File: config.mk
export PLATFORM = sky130hd
export DESIGN_NAME = tap_ctrl
export DESIGN_NICKNAME = d
export VERILOG_FILES = /design/src/rtl/dft_pkg.sv /design/src/rtl/tap_fsm.sv /design/src/rtl/tap_ctrl.sv
export SDC_FILE = /design/constraint.sdc
export NUM_CORES = 1
export LEC_CHECK = 0
export BUFFER_PORTS_ARGS = -buffer_cell sky130_fd_sc_hd__buf_2
export CORE_AREA = 10 10 74 51
export CTS_BUF_LIST = sky130_fd_sc_hd__clkbuf_4
export DETAILED_ROUTE_END_ITERATION = 8
export DIE_AREA = 0 0 84 61
export GPL_TIMING_DRIVEN = 0
export HOLD_SLACK_MARGIN = 0.06
export PLACE_DENSITY = 0.89
export SLEW_MARGIN = 40
export SYNTH_ARGS = -nofsm -noshare
export SYNTH_HDL_FRONTEND = slang
export SYNTH_HIERARCHICAL = 1
export SYNTH_SLANG_ARGS = --single-unit
File: constraint.sdc
create_clock -name clock -period 2.55 [get_ports clock]
set_clock_uncertainty 0.1 [all_clocks]
set_input_delay 0.3825 -clock clock [delete_from_list [all_inputs] [get_ports clock]]
set_output_delay 0.3825 -clock clock [all_outputs]
set_load 0.05 [all_outputs]
File: src/rtl/dft_pkg.sv
// Shared TAP definitions: one-hot controller states, instruction opcodes
// and the boundary-scan control bundle.
package dft_pkg;

   typedef enum logic [15:0] {
      TLR    = 16'h0001,
      RTI    = 16'h0002,
      SEL_DR = 16'h0004,
      CAP_DR = 16'h0008,
      SH_DR  = 16'h0010,
      EX1_DR = 16'h0020,
      PAU_DR = 16'h0040,
      EX2_DR = 16'h0080,
      UPD_DR = 16'h0100,
      SEL_IR = 16'h0200,
      CAP_IR = 16'h0400,
      SH_IR  = 16'h0800,
      EX1_IR = 16'h1000,
      PAU_IR = 16'h2000,
      EX2_IR = 16'h4000,
      UPD_IR = 16'h8000
   } tap_state_e;

   typedef enum logic [1:0] {
      EXTEST = 2'b00,
      SAMPLE = 2'b01,
      SCAN   = 2'b10,
      BYPASS = 2'b11
   } tap_ins_e;

   localparam logic [1:0] IR_CAPTURE = 2'b01;

   typedef struct packed {
      logic clk_en;
      logic shift;
      logic update;
   } bsr_ctl_t;

   function automatic logic is_bsr_ins(input tap_ins_e ins);
      return (ins == EXTEST) || (ins == SAMPLE);
   endfunction

endpackage

File: src/rtl/tap_fsm.sv
// 16-state TAP controller; state register is the only output, one-hot.
module tap_fsm
   import dft_pkg::*;
(
   input  logic       clock,
   input  logic       rst_l,
   input  logic       tms,
   output tap_state_e state
);

   always_ff @(posedge clock or negedge rst_l) begin
      if (!rst_l) begin
         state <= TLR;
      end else begin
         case (state)
            TLR:     state <= tms ? TLR    : RTI;
            RTI:     state <= tms ? SEL_DR : RTI;
            SEL_DR:  state <= tms ? SEL_IR : CAP_DR;
            CAP_DR:  state <= tms ? EX1_DR : SH_DR;
            SH_DR:   state <= tms ? EX1_DR : SH_DR;
            EX1_DR:  state <= tms ? UPD_DR : PAU_DR;
            PAU_DR:  state <= tms ? EX2_DR : PAU_DR;
            EX2_DR:  state <= tms ? UPD_DR : SH_DR;
            UPD_DR:  state <= tms ? SEL_DR : RTI;
            SEL_IR:  state <= tms ? TLR    : CAP_IR;
            CAP_IR:  state <= tms ? EX1_IR : SH_IR;
            SH_IR:   state <= tms ? EX1_IR : SH_IR;
            EX1_IR:  state <= tms ? UPD_IR : PAU_IR;
            PAU_IR:  state <= tms ? EX2_IR : PAU_IR;
            EX2_IR:  state <= tms ? UPD_IR : SH_IR;
            UPD_IR:  state <= tms ? SEL_DR : RTI;
            // a corrupted one-hot code recovers through the reset state
            default: state <= TLR;
         endcase
      end
   end

endmodule

File: src/rtl/tap_ctrl.sv
// TAP controller top: instruction/bypass registers and output decode.
// Every output is a function of registered state, never of tms.
module tap_ctrl
   import dft_pkg::*;
(
   input  logic       clock,
   input  logic       rst_l,
   input  logic       tms,
   input  logic       tdi,
   output logic       tdo,
   input  logic       bsr_so,
   input  logic       scan_so,
   output logic       chain_si,
   output logic       bsr_shift,
   output logic       bsr_clk_en,
   output logic       bsr_update,
   output logic       bsr_sel,
   output logic       scan_sel,
   output logic [1:0] ir
);

   tap_state_e state;
   tap_ins_e   ir_q;
   tap_ins_e   ir_cur;
   logic [1:0] ir_sr;
   logic       byp;
   logic       bsr_ins;
   bsr_ctl_t   ctl;

   tap_fsm u_fsm (
      .clock (clock),
      .rst_l (rst_l),
      .tms   (tms),
      .state (state)
   );

   always_ff @(posedge clock or negedge rst_l) begin
      if (!rst_l) begin
         ir_q  <= BYPASS;
         ir_sr <= IR_CAPTURE;
         byp   <= 1'b0;
      end else begin
         case (state)
            TLR:     ir_q  <= BYPASS;
            CAP_IR:  ir_sr <= IR_CAPTURE;
            SH_IR:   ir_sr <= {tdi, ir_sr[1]};
            UPD_IR:  ir_q  <= tap_ins_e'(ir_sr);
            CAP_DR:  byp   <= 1'b0;
            SH_DR:   byp   <= tdi;
            default: ;
         endcase
      end
   end

   // BYPASS shows the moment TLR is entered, not one clock later
   assign ir_cur  = (state == TLR) ? BYPASS : ir_q;
   assign bsr_ins = is_bsr_ins(ir_cur);

   always_comb begin
      ctl        = '0;
      ctl.clk_en = bsr_ins && ((state == CAP_DR) || (state == SH_DR));
      ctl.shift  = bsr_ins && (state == SH_DR);
      ctl.update = bsr_ins && (state == UPD_DR);
   end

   always_comb begin
      tdo = 1'b0;
      if (state == SH_IR) begin
         tdo = ir_sr[0];
      end else if (state == SH_DR) begin
         case (ir_cur)
            EXTEST, SAMPLE: tdo = bsr_so;
            SCAN:           tdo = scan_so;
            default:        tdo = byp;
         endcase
      end
   end

   assign chain_si   = tdi;
   assign bsr_clk_en = ctl.clk_en;
   assign bsr_shift  = ctl.shift;
   assign bsr_update = ctl.update;
   assign bsr_sel    = (ir_cur == EXTEST);
   assign scan_sel   = (state == SH_DR) && (ir_cur == SCAN);
   assign ir         = ir_cur;

endmodule

==> results of run 1 <==
repair_timing:
action / in CTS / in global routing
pin swaps: 5 / 3
buffers inserted: 5 / 6
resized for setup: 9 / 20
hold endpoints to repair: 17 / 0
hold buffers: 1 / 0
setup endpoints to repair: 8 / 8
area by class of cell:
cell class | instances | area [µm²]
clock buffer | 3 | 22.5
multi-input combinational | 121 | 901
tap | 32 | 40.0
inverter | 6 | 22.5
sequential | 21 | 539
timing repair buffer | 26 | 191
clock inverter | 1 | 7.51
buffer | 5 | 33.8
fill | 177 | 659
power breakdown:
part	switching [mW]	internal, mW
registers	0.0495	0.362
clock network	0.112	0.0598
logic	0.255	0.251
total	0.416	0.673
logic make-up (layout without fill, tap and decap cells):
| family | Yosys count | after routing | synth area share |
|---|---|---|---|
| AOI/OAI and AO/OA | 17 | 17 | 0.0922 |
| xor gates and xnor gates | 10 | 10 | 0.0621 |
| buffers and inverters | 11 | 41 | 0.0399 |
| DFF | 21 | 21 | 0.376 |
| muxes | 2 | 2 | 0.0160 |
| and+or+nand+nor | 92 | 92 | 0.414 |
worst max-delay path, delay by kind of cell, from the launching register on:
| family | cells | cell delay, ns |
|---|---|---|
| and+or+nand+nor | 3 | 0.79 |
| DFF | 1 | 0.48 |
| AOI/OAI and AO/OA | 1 | 0.26 |
| buffers and inverters | 1 | 0.25 |
registers in the layout, summed over array words and instances, names as in the netlist:
signal       count
u_fsm/state     16
ir_q             2
ir_sr            2
byp              1
synthesized netlist by cell type, drive strengths merged (2+ instances only):
cell    number  area (µm²)
a21oi        2        13.8
nand4       10        62.6
or2          2        12.5
nand2       10        40.0
o41ai        2        25.0
mux2         2        22.5
inv          6        22.5
or4          4        41.3
nor3        16        91.3
a21o         2        15.0
o21ai        4        20.0
nor4b        3        26.3
xnor2        6        52.6
clkbuf       2        7.51
nor2b        2        12.5
dfrtp       17         425
buf          3        26.3
xor2         4        35.0
o211ai       2        15.0
nand2b       4        25.0
nor4        13         126
nor2        18        70.1
nand3        4        25.0
dfstp        4         105
how the worst max path moves through the flow:
stage                     cells past startpoint       startpoint         end
after detailed placement                      5  u_fsm/state[12]         tdo
after floorplan                               4   u_fsm/state[5]  bsr_clk_en
after CTS                                     6   u_fsm/state[6]  bsr_update
after global placement                        5  u_fsm/state[12]         tdo
final                                         5  u_fsm/state[13]         tdo
after global routing                          5   u_fsm/state[0]         tdo
through the flow:
| stage | setup TNS [ns] | hold slack, ns | std cells | power [mW] | utilization |
|---|---|---|---|---|---|
| after floorplan | -1.21 | -0.0131 | 153 | 0.688 | - |
| after global placement | 0 | 0.258 | 199 | 0.748 | 0.635 |
| after detailed placement | -0.0224 | 0.265 | 199 | 0.768 | 0.635 |
| after CTS | -0.428 | 0.235 | 209 | 0.969 | 0.678 |
| after global routing | -0.670 | 0.250 | 215 | 1.14 | 0.727 |
| final | -0.0373 | 0.252 | 215 | 1.09 | 0.727 |
layer usage:
| layer | share of wire | vias to the layer above | track usage |
|---|---|---|---|
| li1 | - | 634 | - |
| met1 | 0.44 | 682 | 0.189 |
| met2 | 0.48 | 63 | 0.243 |
| met3 | 0.082 | 2 | 0.0414 |
| met4 | 0.0028 | 0 | 0.0238 |
| met5 | 0 | - | 0 |
==> impl_results.rst, run 1 <==
.. list-table::
   :header-rows: 1

   * - Metric
     - Value
   * - Result of the run
     - finished, violations left
   * - Failing checks
     - setup timing
   * - CTS tree
     - yes
   * - Count of port buffers added during placement
     - 14
   * - Net count of the mapped netlist
     - 159
   * - Number of storage elements in the synthesis netlist
     - 21
   * - Data arrival time of the critical path
     - 2.10 ns
   * - Number of flops mapped to enable cells by yosys
     - 0
   * - Die extent in x
     - 84 µm
   * - Synth-to-Final Area Change
     - 24.6%
   * - Overflow left after global routing
     - 0
   * - Row Count
     - 14
   * - Hold worst-path end
     - u_fsm/state[15]
   * - Leading cell types in the layout, fill and taps excluded
     - nor2_1 (17), buf_4 (16), nor3_1 (13), nand4_1 (10), dfrtp_1 (10)
   * - Synth warnings
     - 6
   * - Category of the worst setup path launch point
     - flip-flop
   * - Chain of cells forming the critical path
     - nor4_4, and2b_2, nand3_2, o41ai_2, buf_4
   * - Global-route wire length before repair
     - 6170 µm
   * - I/O pin count
     - 15
   * - PwrDens
     - 619 mW/mm²
   * - Slew at the pin closest to its max-slew limit
     - 0.516 ns
   * - Post-Syn Area
     - 0.00141 mm²
   * - Final routed wirelength across all metal layers
     - 3920 µm
   * - Initial core utilization
     - 0.584
   * - Fraction of the yosys area taken by sequential cells
     - 0.376
   * - Setup Crit Path Kind
     - flip-flop to primary output
   * - Via count
     - 1381
   * - Startpoint of the worst-slack reg-to-reg timing path
     - u_fsm/state[4]
   * - Number of design rule violations left after detail routing
     - 0
   * - Average cell area after synthesis
     - 9.22 µm²
   * - Cell leakage power
     - 0.724 nW
   * - Root buffer cell
     - clkbuf_4
   * - Final cycle utilization of the critical path
     - 1.01
   * - Worst slack at placement
     - -0.0224 ns
   * - Unrepaired setup endpoints after global routing
     - true
   * - Synth Instances
     - 153
   * - Final GP Congestion
     - 0.966
   * - Reg2reg path depth
     - 6
   * - Worst R2R End
     - u_fsm/state[0]
   * - Detail-routed via count per cell
     - 6.42
   * - Setup ws final
     - -0.0279 ns
   * - Number of distinct library cell variants in the gate-level netlist after synthesis
     - 44
   * - Clock buffer count from CTS
     - 3
   * - Number of violations of the max-capacitance limit
     - 0
   * - Clock Path Buffers
     - 2
   * - # H-tree levels
     - 1
   * - Final cell area excluding filler cells
     - 0.00176 mm²
   * - Worst Path Max Fanout
     - 6
   * - Max IR drop VDD
     - 0.346 mV
   * - Worst Hold Depth
     - 3
   * - Library cell contributing the largest single delay on the critical path
     - dfrtp_2
   * - Most frequent standard cell in the layout excluding fill and tap cells
     - nor2_1
   * - Final number of hold-violating endpoints
     - 0
   * - Post-CTS clock slew at the launch and capture registers of the worst setup and hold paths
     - 0.13 ns
   * - Inserted Diodes
     - 0
   * - Post-route minimum period
     - 2.58 ns
   * - Final count of pins violating max slew
     - 0
   * - GRT Resource Usage Total
     - 0.146
   * - Max transition margin
     - 0.656
   * - Number of nets with antenna violations after routing
     - 0
   * - Net count of the finished layout
     - 190
   * - Fraction of synthesis flops using an asynchronous set or reset pin
     - 1.00
   * - Worst min-delay path class
     - input pin to flip-flop
   * - Pin count of the biggest net entering global routing
     - 22
   * - Y dimension of the die
     - 61 µm
   * - Core region area
     - 0.00242 mm²
   * - Layout cells sized above 1
     - 0.372
   * - Via count of the first global-routing pass
     - 1297
   * - Number of endpoints failing setup at the final stage
     - 2
   * - Required time of the critical path
     - 2.07 ns
   * - Number of antenna violations at the first check in global routing
     - 0
   * - TritonCTS Sinks
     - 21
   * - Critical path endpoint category
     - primary output
   * - First DRT Iteration DRCs
     - 111
   * - Placed Area
     - 0.00153 mm²
   * - Startpoint of the tightest hold check path
     - tms
   * - Clock insertion delay at the later pin of the skew report
     - 0.31 ns
   * - Detailed-route wire length per cell
     - 18.2 µm
   * - Slowest Stage Delay on Critical Path
     - 0.48 ns
   * - Die footprint
     - 0.00512 mm²
   * - Worst setup slack for register-to-register paths
     - 0.22 ns
   * - Flip-flop cell with the highest count after synthesis
     - dfrtp_1
   * - Achievable Freq
     - 388 MHz
   * - Pre-antenna DRT Iters
     - 5
   * - Total half-perimeter wirelength after legalization and detailed placement
     - 2740 µm
(Power assumes the default switching activity.)
==> run 2, diff against run 1 <==
- ABC_AREA: not set -> 1
- CORE_AREA: 10 10 74 51 -> 10 10 73 50
- DIE_AREA: 0 0 84 61 -> 0 0 83 60
- SYNTH_HIERARCHICAL: 1 -> not set
==> run 2 against run 1 <==
Synthesized area shrank 5.0%. The run now ends clean. Cell count grew 4.2%. Largest cell class unchanged. Hold slack lost 0.043 ns. Largest power group is now registers. Clock-buffer cell count is the same. Non-clock buffer count shrank 15. Maximum frequency grew 7.9%. Register-to-register slack gained 0.75 ns. Sequential cell count is the same. Wire length shrank 28%. Global-route usage shrank 2.3 points.
==> impl_results.rst, run 2 <==
.. list-table::
   :header-rows: 1

   * - Metric
     - Value
   * - Detailed-route wire length on metal 1
     - 1370 µm (-20%)
   * - Detailed-route wire length per cell
     - 12.7 µm (-31%)
   * - Slew at the pin closest to its max-slew limit
     - 0.468 ns (-0.0477 ns)
   * - Final routed wirelength across all metal layers
     - 2830 µm (-28%)
   * - Synth top area share
     - 0.317 (+0.0157)
   * - Y dimension of the die
     - 60 µm (-1.6%)
   * - Most numerous cell in the Yosys netlist
     - inv_1
   * - Detailed-routed wire length on met3
     - 151 µm (-53%)
   * - Final number of hold-violating endpoints
     - 0 (unchanged)
   * - Max Used Layer
     - met4
   * - Cell leakage power
     - 0.753 nW (+3.9%)
   * - Unrepaired setup endpoints after global routing
     - false
   * - Data arrival time of the critical path
     - 1.91 ns (-0.19 ns)
   * - Pre-antenna DRT Iters
     - 4 (-1)
   * - Synth warnings
     - 0 (-6)
   * - Required time of the critical path
     - 2.07 ns (about the same)
   * - Post-CTS clock slew at the launch and capture registers of the worst setup and hold paths
     - 0.12 ns (about the same)
   * - Number of nets with antenna violations after routing
     - 0 (unchanged)
   * - Area contributors post-synth
     - dfrtp_1 (32%), inv_1 (9.2%), nor2_1 (8.7%)
   * - Number of distinct library cell variants in the gate-level netlist after synthesis
     - 27 (-39%)
   * - I/O pin count
     - 15 (unchanged)
   * - Initial core utilization
     - 0.563 (-0.0208)
   * - TritonCTS Sinks
     - 21 (unchanged)
   * - Setup Crit Path Kind
     - flip-flop to primary output
   * - Final count of pins violating max slew
     - 0 (unchanged)
   * - Fraction of the yosys area taken by sequential cells
     - 0.396 (+0.0196)
   * - Final-layout setup total negative slack
     - 0 ns (+0.0373 ns)
   * - Via count
     - 1106 (-20%)
   * - Via count of the first global-routing pass
     - 1071 (-17%)
   * - Net count of the finished layout
     - 199 (+4.7%)
   * - Buffers inserted by post-CTS timing repair
     - 0 (-5)
   * - Instance count after placement with tap cells included
     - 219 (+10%)
   * - GRT Resource Usage Total
     - 0.123 (-0.0230)
   * - Post-Syn Area
     - 0.00134 mm² (-5.0%)
   * - Clock insertion delay at the later pin of the skew report
     - 0.32 ns (about the same)
   * - Number of design rule violations left after detail routing
     - 0 (unchanged)
   * - Flip-flop cell with the highest count after synthesis
     - dfrtp_1
   * - Net count of the mapped netlist
     - 180 (+13%)
   * - Reg with most FFs
     - u_fsm.state
   * - Achievable Freq
     - 418 MHz (+7.9%)
   * - Inserted Diodes
     - 0 (unchanged)
   * - Core region area
     - 0.00238 mm² (-1.4%)
   * - Clock Path Buffers
     - 2 (unchanged)
   * - Max transition margin
     - 0.688 (+0.0318)
   * - Post-layout total power
     - 826 µW (-24%)
   * - Final GP Congestion
     - 0.866 (-10%)
   * - First DRT Iteration DRCs
     - 70 (-37%)
   * - Max FFs per register
     - 16 (unchanged)
   * - Most frequent standard cell in the layout excluding fill and tap cells
     - inv_1
   * - Result of the run
     - finished, final reports clean
   * - Category of the worst setup path launch point
     - flip-flop
   * - Post-route non-filler standard cell count
     - 224 (+4.2%)
   * - Fraction of synthesis flops using an asynchronous set or reset pin
     - 1.00 (unchanged)
   * - Layout cells sized above 1
     - 0.281 (-0.0903)
   * - Root buffer cell
     - clkbuf_4
   * - Pin count of the biggest net entering global routing
     - 22 (unchanged)
   * - Detail-routed via count per cell
     - 4.94 (-23%)
   * - Worst min-delay path class
     - input pin to flip-flop
   * - Met2 routed WL
     - 1270 µm (-32%)
   * - Number of endpoints failing setup at the final stage
     - 0 (-2)
   * - Number of violations of the max-capacitance limit
     - 0 (unchanged)
   * - Global-route wire length before repair
     - 4980 µm (-19%)
   * - # H-tree levels
     - 1 (unchanged)
   * - Number of storage elements in the synthesis netlist
     - 21 (unchanged)
   * - Leading post-synthesis cells by instance count
     - inv_1 (33), nor2_1 (31), nand2_1 (28)
   * - Largest registers
     - u_fsm.state x16, ir_q x2, ir_sr x2
   * - Die extent in x
     - 83 µm (-1.2%)
   * - Critical path endpoint category
     - primary output
   * - Filler Cell Count
     - 219 (+24%)
   * - Setup ws final
     - 0.160 ns (+0.188 ns)
   * - Total half-perimeter wirelength after legalization and detailed placement
     - 2300 µm (-16%)
   * - Overflow left after global routing
     - 0 (unchanged)
   * - Leading cell types in the layout, fill and taps excluded
     - inv_1 (33), nor2_1 (31), nand2_1 (28), dfrtp_1 (17), buf_2 (14)
   * - Worst slack at placement
     - 0.522 ns (+0.545 ns)
   * - Synth Instances
     - 174 (+14%)
   * - CTS tree
     - yes
   * - Number of flops mapped to enable cells by yosys
     - 0 (unchanged)
   * - Min Hold Slack
     - 0.209 ns (-0.0430 ns)
   * - Count of port buffers added during placement
     - 13 (-1)
   * - Post-route minimum period
     - 2.39 ns (-0.188 ns)
   * - Final cycle utilization of the critical path
     - 0.937 (-0.0737)
   * - Row Count
     - 14 (unchanged)
   * - Number of antenna violations at the first check in global routing
     - 0 (unchanged)
   * - Largest area contributor in the synthesized netlist
     - dfrtp_1
   * - Clock buffer count from CTS
     - 3 (unchanged)
   * - PwrDens
     - 554 mW/mm² (-11%)
   * - Max IR drop VDD
     - 0.397 mV (+15%)
   * - Worst Path Max Fanout
     - 3 (-3)
   * - Synth-to-Final Area Change
     - 11.2%
   * - Average cell area after synthesis
     - 7.71 µm² (-16%)
   * - Die footprint
     - 0.00498 mm² (-2.8%)
[run 2: cell types whose count changed after synthesis, sizes merged, moves of 6 or more]
cell   delta
inv      +30
xnor2     -6
nor2     +26
nor4     -12
nor3     -15
nand2    +24
nand3    +13
nand4     -8
[run 2: routing by layer]
layer | track usage | vias up
met5 | 0 | -
met4 | 0.0531 | 0
li1 | - | 568
met1 | 0.151 | 513
met3 | 0.0393 | 4
met2 | 0.195 | 21
[run 2: cell families after synthesis]
group                  count (synthesis)  synth area share
AOI/OAI and AO/OA                     13            0.0560
buffers and inverters                 40             0.117
DFF                                   21             0.396
and+or+nand+nor                      100             0.432
[run 2: where the power goes]
| group | switching, mW | internal, mW |
|---|---|---|
| Combinational | 0.182 | 0.0932 |
| Clock | 0.112 | 0.0600 |
| Sequential | 0.0172 | 0.362 |
| Total | 0.311 | 0.515 |
[run 2: per-stage QoR]
step / util / area [µm²]
finish: 0.626 / 1490
global route: 0.626 / 1490
CTS: 0.626 / 1490
floorplan: - / 1350
global placement: 0.609 / 1450
detailed placement: 0.609 / 1450
[run 2: worst paths after layout]
check                                     start              to  slack (ns)  cells past startpoint
worst min register to register         ir_sr[0]        ir_sr[0]        0.42                      2
worst max-delay path             u_fsm.state[2]             tdo        0.16                      6
min in group asynchronous                 rst_l  u_fsm.state[7]        0.43                      2
worst max register to register  u_fsm.state[12]             byp        0.97                      7
worst min-delay path                        tdi        ir_sr[1]        0.21                      2
max in group asynchronous                 rst_l         ir_q[0]        1.57                      2
[run 2: area by class of cell]
type / instances / area, µm² / share of cell area
repair buffers: 14 / 75.1 / 0.0503
multi-input cells: 113 / 659 / 0.442
clock inverters: 1 / 7.51 / 0.00503
plain buffers: 2 / 12.5 / 0.00839
clock buffers: 3 / 22.5 / 0.0151
flip-flops and latches: 21 / 531 / 0.356
inverters: 38 / 144 / 0.0965
well taps: 32 / 40.0 / 0.0268
[run 2: repair_timing]
action	4_1_cts	5_1_grt
gates resized for setup	0	0
hold endpoints to repair	17	0
hold buffers	1	0
[run 2: worst max-delay path, stage by stage, from the launching register on]
cell and delay [ns]:
dfrtp_1 0.42, nor2_2 0.22, nand2_4 0.13, nor4_4 0.38, nand2_1 0.10, nand2_1 0.08, buf_2 0.26
